**src/rtl/selector41_arb.sv**
```systemverilog
// selector41_arb: round-robin arbiter sharing one 4-to-1, 4-bit selector
// among four requesters. Each grant is capped at HOLD consecutive cycles.
// The selected word is registered with a valid flag one cycle after the grant.
module selector41_arb #(
  parameter int HOLD = 4
) (
  input  logic       iCLK,
  input  logic       iRST,
  input  logic [3:0] iReq,
  input  logic [3:0] iC0,
  input  logic [3:0] iC1,
  input  logic [3:0] iC2,
  input  logic [3:0] iC3,
  output logic [3:0] oGnt,
  output logic       oS0,
  output logic       oS1,
  output logic [3:0] oZ,
  output logic       oValid
);

  typedef enum logic {
    ST_IDLE,
    ST_GRANT
  } state_t;

  localparam logic [3:0] HOLD_C = 4'(HOLD);

  state_t     r_state;
  logic [1:0] r_ptr;
  logic [1:0] r_g;
  logic [3:0] r_cnt;
  logic [3:0] r_gnt;
  logic [3:0] r_z;
  logic       r_valid;

  logic [1:0] w_win;
  logic [1:0] w_idx;
  logic       w_found;
  logic       w_any;
  logic       w_keep;
  logic [3:0] w_sel_data;

  // Arbitration: first set request bit scanning from r_ptr upward, mod 4.
  always_comb begin
    // NOTE: every signal written here gets a default first, so no path leaves it unassigned and no latch is inferred.
    w_win   = r_ptr;
    w_idx   = r_ptr;
    w_found = 1'b0;
    for (int k = 0; k < 4; k++) begin
      w_idx = r_ptr + 2'(k);
      if (!w_found && iReq[w_idx]) begin
        w_win   = w_idx;
        w_found = 1'b1;
      end
    end
  end

  assign w_any  = |iReq;
  // The current owner keeps the selector only while it still asks and its budget is not spent.
  assign w_keep = (r_state == ST_GRANT) && iReq[r_g] && (r_cnt < HOLD_C);

  // Grant FSM: extend, hand over (zero-gap re-arbitration), or fall back to idle.
  always_ff @(posedge iCLK or posedge iRST) begin
    if (iRST) begin
      r_state <= ST_IDLE;
      r_ptr   <= 2'd0;
      r_g     <= 2'd0;
      r_cnt   <= 4'd0;
      r_gnt   <= 4'b0000;
    end else if (w_keep) begin
      // NOTE: sequential state uses non-blocking assignments so every register samples pre-edge values.
      r_cnt <= r_cnt + 4'd1;
    end else if (w_any) begin
      // A fresh grant restarts the budget even when the same requester wins again.
      r_state <= ST_GRANT;
      r_g     <= w_win;
      r_cnt   <= 4'd1;
      r_ptr   <= w_win + 2'd1;
      r_gnt   <= 4'b0001 << w_win;
    end else begin
      // Select lines (r_g) intentionally hold their last value while idle.
      r_state <= ST_IDLE;
      r_gnt   <= 4'b0000;
    end
  end

  // Selector datapath driven by the registered select lines.
  always_comb begin
    w_sel_data = iC0;
    case (r_g)
      2'd0:    w_sel_data = iC0;
      2'd1:    w_sel_data = iC1;
      2'd2:    w_sel_data = iC2;
      default: w_sel_data = iC3;
    endcase
  end

  // Output register: captures the owner's word one cycle behind the grant.
  always_ff @(posedge iCLK or posedge iRST) begin
    if (iRST) begin
      r_z     <= 4'b0000;
      r_valid <= 1'b0;
    end else begin
      r_valid <= |r_gnt;
      r_z     <= (|r_gnt) ? w_sel_data : 4'b0000;
    end
  end

  assign oGnt   = r_gnt;
  assign oS0    = r_g[0];
  assign oS1    = r_g[1];
  assign oZ     = r_z;
  assign oValid = r_valid;

endmodule

```
**config.mk**
```make
export PLATFORM = sky130hd
export DESIGN_NAME = selector41_arb
export DESIGN_NICKNAME = d
export VERILOG_FILES = /design/src/rtl/selector41_arb.sv
export SDC_FILE = /design/constraint.sdc
export NUM_CORES = 1
export LEC_CHECK = 0
export ABC_AREA = 1
export BUFFER_PORTS_ARGS = -buffer_cell sky130_fd_sc_hd__buf_2
export CAP_MARGIN = 30
export CORE_MARGIN = 2
export CORE_UTILIZATION = 52
export CTS_CLUSTER_SIZE = 8
export DETAILED_ROUTE_END_ITERATION = 12
export PLACE_DENSITY_LB_ADDON = 0.25
export REMOVE_ABC_BUFFERS = 1
export SLEW_MARGIN = 15
export SYNTH_ARGS = -nofsm -noshare
export SYNTH_HDL_FRONTEND = slang
export SYNTH_SLANG_ARGS = --single-unit
```
**constraint.sdc**
```tcl
create_clock -name iCLK -period 2.25 [get_ports iCLK]
set_clock_uncertainty 0.15 [all_clocks]
set_input_delay 0.1125 -clock iCLK [delete_from_list [all_inputs] [get_ports iCLK]]
set_output_delay 0.1125 -clock iCLK [all_outputs]
set_load 0.01 [all_outputs]
```
Word-level counts from Yosys, hierarchy flattened --
Index checks and enable logic that the tools add are counted. Widths: inputs -> output; s select.
Cells by class: bitwise gates (word level) 1, add/sub/neg operators 5, reductions and logical operators 13, magnitude comparators 6, equality and inequality tests 2, shift-type cells 1, muxes and demuxes 22
Operator list (number):
- $mux 4 | 4
- $lt 2x3->1 const B | 5
- $pmux 4 s3 | 1
- $bmux 1 s2 | 5
- $mux 1 | 9
- $reduce_or 4->1 | 2
- $mux 2 | 3
- $logic_and 1x1->1 | 5
- $add 2x1->2 const B | 2
- $add 2x2->2 const B | 2
- $add 4x1->4 const B | 1
- $lt 4x3->1 const B | 1
- $shl 1x2->4 const A | 1
- $logic_not 1->1 | 3
- $eq 2x1->1 const B | 1
- $eq 2x2->1 const B | 1
- $logic_not 2->1 | 1
- $reduce_and 2->1 | 1
- $reduce_bool 2->1 | 1
- $not 1->1 | 1
Storage, ports and cells: word-level logic and storage cells 57, input bits 22, flip-flop bits (word level) 18, output and inout bits 11

Logic depth before layout (Yosys ltp) --
Gate-level depths: netlist of run 1.
depth in word-level cells 14, depth in mapped cells 15, depth with buffers taken out 14

Worst setup path after synthesis of run 1 --
Ideal clock, no wire load.
path type reg-to-reg, from register r_ptr[1], to register r_ptr[1], path buffers 1, slack 620 ps, data required time 1984 ps, cell stages (with the launch flop) 16, period minus slack after synthesis 1630 ps, library setup time 116 ps, arrival time 1365 ps, path through dfrtp_1 > buf_6 > inv_4 > nand2_1 > nand2_1 > nand2_1 > nand2_2 > nand2_4 > inv_2 > nand2_2 > nand2_2 > nand2_4 > nor2_4 > nand2_2 > nand2_1 > nor2_2
Between the ends: cells in the longest elaborated chain, start to end 13, elaborated cells between the ends (all ways) 24, classes of those cells add/sub (4); mux (14); reduce/logical (6)
RTL lines:
- start, declared | RTL line 29 | logic [1:0] r_ptr;
- start signal, assigned | RTL line 78 | r_ptr <= w_win + 2'd1;
- branches (longest 11 deep; another with $add 2x1->2)
- $mux 2 (*) | RTL line 51 | if (!w_found && iReq[w_idx]) begin
- $add 2x1->2 (*) | RTL line 78
Mark *: on every way between the ends. The select of a mux whose other input is x is not followed. A chain may end at the register's enable or synchronous reset.

Worst setup path after layout of run 1 --
from register r_ptr[0], to register r_ptr[1]
The elaborated chain is that of the path after synthesis.

==> results of run 1 <==
## power by group through the flow
stage	sequential, mW	combinational (mW)	clock (mW)
6_report	0.602	1.37	0.195
2_1_floorplan	0.624	1.01	0
3_5_place_dp	0.606	1.36	0
5_1_grt	0.625	1.57	0.214
3_3_place_gp	0.597	1.32	0
4_1_cts	0.600	1.38	0.200
## worst max-delay path by stage
stage,start,depth (start not counted),end
after floorplan,r_ptr[0]$_DFFE_PP0P_,12,r_ptr[1]$_DFFE_PP0P_
after global placement,r_ptr[0]$_DFFE_PP0P_,12,r_ptr[1]$_DFFE_PP0P_
final,r_ptr[0]$_DFFE_PP0P_,12,r_ptr[1]$_DFFE_PP0P_
after global routing,r_ptr[0]$_DFFE_PP0P_,13,r_ptr[1]$_DFFE_PP0P_
after CTS,r_ptr[0]$_DFFE_PP0P_,12,r_ptr[1]$_DFFE_PP0P_
after detailed placement,r_ptr[0]$_DFFE_PP0P_,12,r_ptr[1]$_DFFE_PP0P_
## worst min-delay path, stage by stage
cell and delay [ns]:
buf_2 0.07, nand2_1 0.04, nand3_1 0.06, o211ai_1 0.10, inv_1 0.07
## cell type report
cell class | instances | area, sq um
fillers | 197 | 744
multi-input cells | 123 | 647
flip-flops and latches | 18 | 450
repair buffers | 37 | 210
inverters | 23 | 88.8
clock buffers | 4 | 36.3
well taps | 28 | 35.0
## registers in the layout (all words and copies together), names as in the netlist
signal   count
oGnt         4
r_cnt        4
r_g          2
oValid       1
r_ptr        2
r_state      1
oZ           4
## layer usage
layer	up-vias	share of wire, %	track usage [%]
met2	37	49	40.0
li1	601	-	-
met5	-	0	0
met3	7	4.4	2.57
met4	0	2.6	10.3
met1	529	43	30.1
## kinds of logic (layout without fill, tap and decap cells)
group           Yosys count  after routing
buf+inv                  27             64
compound gates           18             18
fa+ha+maj                 1              1
simple gates            104            104
flops                    18             18
## through the flow
stage / area (sq um) / hold slack (ns)
detailed placement: 1380 / 0.0730
global placement: 1380 / 0.0744
floorplan: 1190 / -0.0989
global route: 1470 / 0.0640
CTS: 1470 / 0.0256
finish: 1470 / 0.0441
## Yosys cell counts
cell,instances
a22o_1,1
buf_2,1
buf_6,3
dfrtp_1,18
ha_1,1
inv_1,17
inv_2,5
inv_4,1
nand2_1,54
nand2_2,18
nand2_4,3
nand3_1,15
nand3_2,3
nor2_1,4
nor2_2,5
nor2_4,1
nor4_1,1
o2111ai_2,1
o211ai_1,4
o21a_1,1
o21ai_0,9
o21ai_1,2
==> run summary, run 1 <==
Final Max Tran Viols: 0
CP Max Fanout: 12
internal power: 1.04 mW
Max clock buf depth: 2
Final Hold Vio Count: 0
CP Data Arrival Time: 2.05 ns
Port Buffers: 32
largest family of logic cells by synthesized area: simple AND/OR/NAND/NOR gates
mux cell area share after synthesis: 0%
remaining antenna violation count: 0
Slew headroom: 58.2%
vias in the first global route: 1138
Hold WC Path Type: primary input to register
io pins: 33
Worst Tran Pin Value: 0.627 ns
routed vias/inst: 5.04
Layout area overhead: 19.8%
yosys warns: 0
NetSw: 1.13 mW
clk slew on worst S/H paths: 0.10 ns
Die Ht: 52.5 um
DRT Wirelength: 2740 um
Synth area leaders: dfrtp_1, nand2_1, nand2_2, nand3_1, inv_1
hold wc startpoint: iC2[2]
Placed Cells: 224
post-synthesis simple-gate area fraction: 42.3%
crit path cell chain: inv_2 > nand2_1 > nand2_1 > nand2_1 > nand2_2 > nand2_2 > nor2_2 > nand2_2 > nand2_4 > nand2_2 > nor2_2 > nor2_2
largest net degree at the start of global routing: 19
final-report setup violation count: 0
Power, Total: 2.17 mW
cell type with the largest total area after synthesis: dfrtp_1
power share of the clock group: 9.0%
Initial Utilization: 55.4%
worst reg2reg path depth: 12
fin nets: 229
Die W: 52.5 um
first-pass GRT wire length: 4750 um
Rows: 17
drt first pass iters: 4
Final Cycle Share: 89.0%
logic gate share of total power: 63.3%
Crit path largest cell delay: 0.54 ns
critical path's most frequent cell: nand2_2
PD cells: 1480 nW/um^2
reg-to-reg endpoint: r_ptr[1]$_DFFE_PP0P_
CTS buffer count: 3
sum of negative setup slack: 0 ns
Post-CTS Setup Inserts: 0
layout cells sized above 1: 35.6%
Root Buffer: clkbuf_4
DRC violation count after routing: 0
FF-to-FF Start: r_ptr[0]$_DFFE_PP0P_
WS Path Type: register to register
status: completed
Required @ worst endpoint: 2.30 ns
most frequent cells in the layout: nand2_1, buf_2, nand2_2, dfrtp_1, inv_1
startpoint types: register
fmax: 0.499 GHz
detailed placer's ending HPWL: 2090 um
global placement routability congestion: 0.830
vias post-DR: 1174
gr usage total: 23.6%
Finished Layout Cells: 233
worst-case vdd ir drop: 0.000994 V
initial antenna violation count: 0
Synth Area in Adders: 1.02%
TritonCTS clock tree: yes
slowest stage cell, crit path: dfrtp_1
Iter 0 DRT Violations: 26
register area share after synthesis: 36.8%
CTS Sinks: 18
pre-CTS WS: 0.269 ns
syn avg cell area: 7.29 sq um
maxcap violations: 0
Seq pwr share: 27.7%
GRT overflow: 0
CTS resizes: 0
CTS H-tree depth: 1
diode count: 0
XOR/XNOR Fraction of Synth Area: 0%
CTS Hold Buffers Added: 5
post-synth top area share: 36.8%
post-layout util: 66.3%
Tmin final: 2.00 ns
Top delay family on crit path: simple AND/OR/NAND/NOR gates
core area: 2210 sq um
commonest non-fill, non-tap cell in the layout: nand2_1
Leakage Power: 0.813 nW
drt wl/cell: 11.8 um
synth unique cells: 22
number of buffer and inverter stages on the critical path: 1
Synth Area in Compound Gates: 9.50%
Net Sw Frac: 51.9%
RSZ-0062 raised after global routing: false
Cells after Synth: 168
Yosys reg bits: 18
Hold EP: oZ[2]$_DFF_PP0_
worst reg-to-reg setup slack: 0.25 ns
Die Area: 2760 sq um
hold-critical path depth: 5
Synth Cell Area: 1220 sq um
Setup crit end kind: register
Setup WS post-layout: 0.247 ns
insertion delay to the later sink of the worst-skew pair: 0.29 ns
No activity file was read; power rests on OpenSTA's default activity.
==> run 2, diff against run 1 <==
- ABC_AREA: 1 -> not set
- CORE_UTILIZATION: 52 -> 48
==> run 2 against run 1 <==
Combinational power shrank 51%. Clock power is 3% higher. Utilization fell by 0.81 points. Area after synthesis decreased by 24%. Total power shrank 35%. Worst setup slack improved by 0.0068 ns. First-iteration DRC count shrank 54%. Synthesized cell count decreased by 57%. Critical path type unchanged. Critical endpoint is now r_g[1]$_DFFE_PP0P_. Largest cell class is now flip-flops and latches. Highest routed layer unchanged.
==> run summary, run 2 <==
status: completed (unchanged)
Yosys reg bits: 18 (unchanged)
diode count: 0 (unchanged)
core area: 1760 sq um (was 2210 sq um)
CTS H-tree depth: 1 (unchanged)
Leakage Power: 0.576 nW (was 0.813 nW)
Post-synth EDFFs: 0 (unchanged)
routed vias/inst: 5.27 (was 5.04)
DRC violation count after routing: 0 (unchanged)
commonest non-fill, non-tap cell in the layout: buf_2 (was nand2_1)
gr usage total: 19.1% (was 23.6%)
remaining antenna violation count: 0 (unchanged)
pre-CTS WS: 0.291 ns (was 0.269 ns)
global placement routability congestion: 0.761 (was 0.830)
worst reg-to-reg setup slack: 0.25 ns (about the same)
CTS buffer count: 3 (unchanged)
crit path to: r_g[1]$_DFFE_PP0P_ (was r_ptr[1]$_DFFE_PP0P_)
cell type with the largest total area after synthesis: dfrtp_1 (unchanged)
PD cells: 1220 nW/um^2 (was 1480 nW/um^2)
Hold WC Path Type: primary input to register (unchanged)
Setup crit end kind: register (unchanged)
Max clock buf depth: 2 (unchanged)
number of buffer and inverter stages on the critical path: 0 (was 1)
CP Data Arrival Time: 2.03 ns (was 2.05 ns)
reg-to-reg endpoint: r_g[1]$_DFFE_PP0P_ (was r_ptr[1]$_DFFE_PP0P_)
Setup WS post-layout: 0.254 ns (was 0.247 ns)
TritonCTS clock tree: yes (unchanged)
sum of negative setup slack: 0 ns (unchanged)
crit path launch: r_g[0]$_DFFE_PP0P_ (was r_ptr[0]$_DFFE_PP0P_)
wl on met1: 875 um (was 1190 um)
Synth Cell Area: 926 sq um (was 1220 sq um)
syn avg cell area: 12.7 sq um (was 7.29 sq um)
first-pass GRT wire length: 3020 um (was 4750 um)
Final Cycle Share: 88.7% (was 89.0%)
layout cells sized above 1: 40.9% (was 35.6%)
Port Buffers: 32 (unchanged)
worst-case vdd ir drop: 0.000535 V (was 0.000994 V)
vias in the first global route: 658 (was 1138)
startpoint types: register (unchanged)
Rows: 15 (was 17)
highest metal layer with signal wires: met4 (unchanged)
Initial Utilization: 52.5% (was 55.4%)
drt first pass iters: 4 (unchanged)
Root Buffer: clkbuf_4 (unchanged)
synth unique cells: 29 (was 22)
Die Ht: 47.9 um (was 52.5 um)
detailed placer's ending HPWL: 1420 um (was 2090 um)
Worst Tran Pin Value: 0.662 ns (was 0.627 ns)
Slew headroom: 55.5% (was 58.2%)
Crit path depth: 4 (was 12)
clk slew on worst S/H paths: 0.12 ns (was 0.10 ns)
Synth area leaders: dfrtp_1, mux4_1, nor2b_1, a22o_1, buf_6 (was dfrtp_1, nand2_1, nand2_2, nand3_1, inv_1)
maxcap violations: 0 (unchanged)
CTS resizes: 0 (unchanged)
crit path cell chain: mux4_2 > and4bb_4 > nor2_2 > mux2_1 (was inv_2 > nand2_1 > nand2_1 > nand2_1 > nand2_2 > nand2_2 > nor2_2 > nand2_2 > nand2_4 > nand2_2 > nor2_2 > nor2_2)
Tmin final: 2.00 ns (about the same)
Post-synth ARST share: 100% (unchanged)
metal2 WL: 915 um (was 1360 um)
Required @ worst endpoint: 2.29 ns (was 2.30 ns)
initial antenna violation count: 0 (unchanged)
WS Path Type: register to register (unchanged)
fin nets: 134 (was 229)
Crit path largest cell delay: 0.50 ns (was 0.54 ns)
Top delay family on crit path: multiplexers (was simple AND/OR/NAND/NOR gates)
most common library cells after synthesis: dfrtp_1, nor2b_1, inv_1 (was nand2_1, dfrtp_1, nand2_2)
Synth Flop Type: dfrtp_1 (unchanged)
most frequent cells in the layout: buf_2, dfrtp_1, nor2b_1 (was nand2_1, buf_2, nand2_2, dfrtp_1, inv_1)
io pins: 33 (unchanged)
RSZ-0062 raised after global routing: false (unchanged)
slowest stage cell, crit path: mux4_2 (was dfrtp_1)
Final Max Tran Viols: 0 (unchanged)
largest net degree at the start of global routing: 19 (unchanged)
drt wl/cell: 13.9 um (was 11.8 um)
post-synth top area share: 48.6% (was 36.8%)
register area share after synthesis: 48.6% (was 36.8%)
fmax: 0.501 GHz (was 0.499 GHz)
Die W: 47.9 um (was 52.5 um)
FF-to-FF Start: r_g[0]$_DFFE_PP0P_ (was r_ptr[0]$_DFFE_PP0P_)
Layout area overhead: 24.9% (was 19.8%)
CTS Sinks: 18 (unchanged)
GRT overflow: 0 (unchanged)
Die Area: 2300 sq um (was 2760 sq um)
yosys warns: 0 (unchanged)
final-report setup violation count: 0 (unchanged)
Cells after Synth: 73 (was 168)
vias post-DR: 711 (was 1174)
Final Hold Vio Count: 0 (unchanged)
met3 routed WL: 65 um (was 122 um)
insertion delay to the later sink of the worst-skew pair: 0.29 ns (about the same)
CP Max Fanout: 11 (was 12)
DRT Wirelength: 1870 um (was 2740 um)
cell with the most instances after synthesis: dfrtp_1 (was nand2_1)
worst reg2reg path depth: 4 (was 12)
Iter 0 DRT Violations: 12 (was 26)
run 2: per-layer routing:
layer,global-route usage (%),vias up
li1,-,346
met1,26.6,345
met2,29.9,18
met3,3.77,2
met4,5.95,0
met5,0,-
run 2: power by group:
part | internal (mW) | switching, mW
Clock | 0.0983 | 0.103
Combinational | 0.342 | 0.326
Sequential | 0.451 | 0.0905
Total | 0.892 | 0.520
run 2: metrics by stage:
stage               hold WS [ns]  cell area [sq um]  utilization [%]  std cells  total power [mW]
finish                    0.0846               1160             65.5        135              1.41
global route               0.104               1160             65.5        135              1.52
CTS                       0.0936               1160             65.5        135              1.42
detailed placement         0.101               1110             62.9        130              1.21
global placement          0.0849               1110             62.9        130              1.20
floorplan                -0.0989                903                -         71              1.01
run 2: worst register-to-register path, delay by kind of cell, from the launching register on:
family           cells  cell delay, ns
multiplexers         2            0.87
AND/OR/NAND/NOR      2            0.48
flip-flops           1            0.38
run 2: timing repair:
item                       CTS  global route
hold buffers                 1             0
setup endpoints to repair    0             0
hold endpoints to repair    18             0
setup buffers                0             0
run 2: area by class of cell:
class	count	area, sq um
flip-flops and latches	18	450
clock buffers	4	36.3
fillers	157	608
well taps	25	31.3
multi-input cells	48	434
repair buffers	35	185
inverters	5	18.8
run 2: worst min path at each step:
stage	endpoint	from	depth (start not counted)
2_1_floorplan	oGnt[0]$_DFFE_PP0N_	iRST	1
3_3_place_gp	oValid$_DFF_PP0_	iRST	2
3_5_place_dp	oValid$_DFF_PP0_	iRST	2
4_1_cts	oZ[1]$_DFF_PP0_	iC3[1]	3
5_1_grt	oZ[2]$_DFF_PP0_	iC3[2]	3
6_report	oZ[1]$_DFF_PP0_	iC3[1]	3
run 2: kinds of logic after synthesis:
group | Yosys count | share of synthesized area [%]
AND/OR/NAND/NOR | 22 | 16.1
AO/OA/AOI/OAI | 18 | 13.5
flip-flops | 18 | 48.6
buffers and inverters | 7 | 4.46
multiplexers | 6 | 15.0
XOR/XNOR | 1 | 0.946
adder cells (fa/ha/maj) | 1 | 1.35
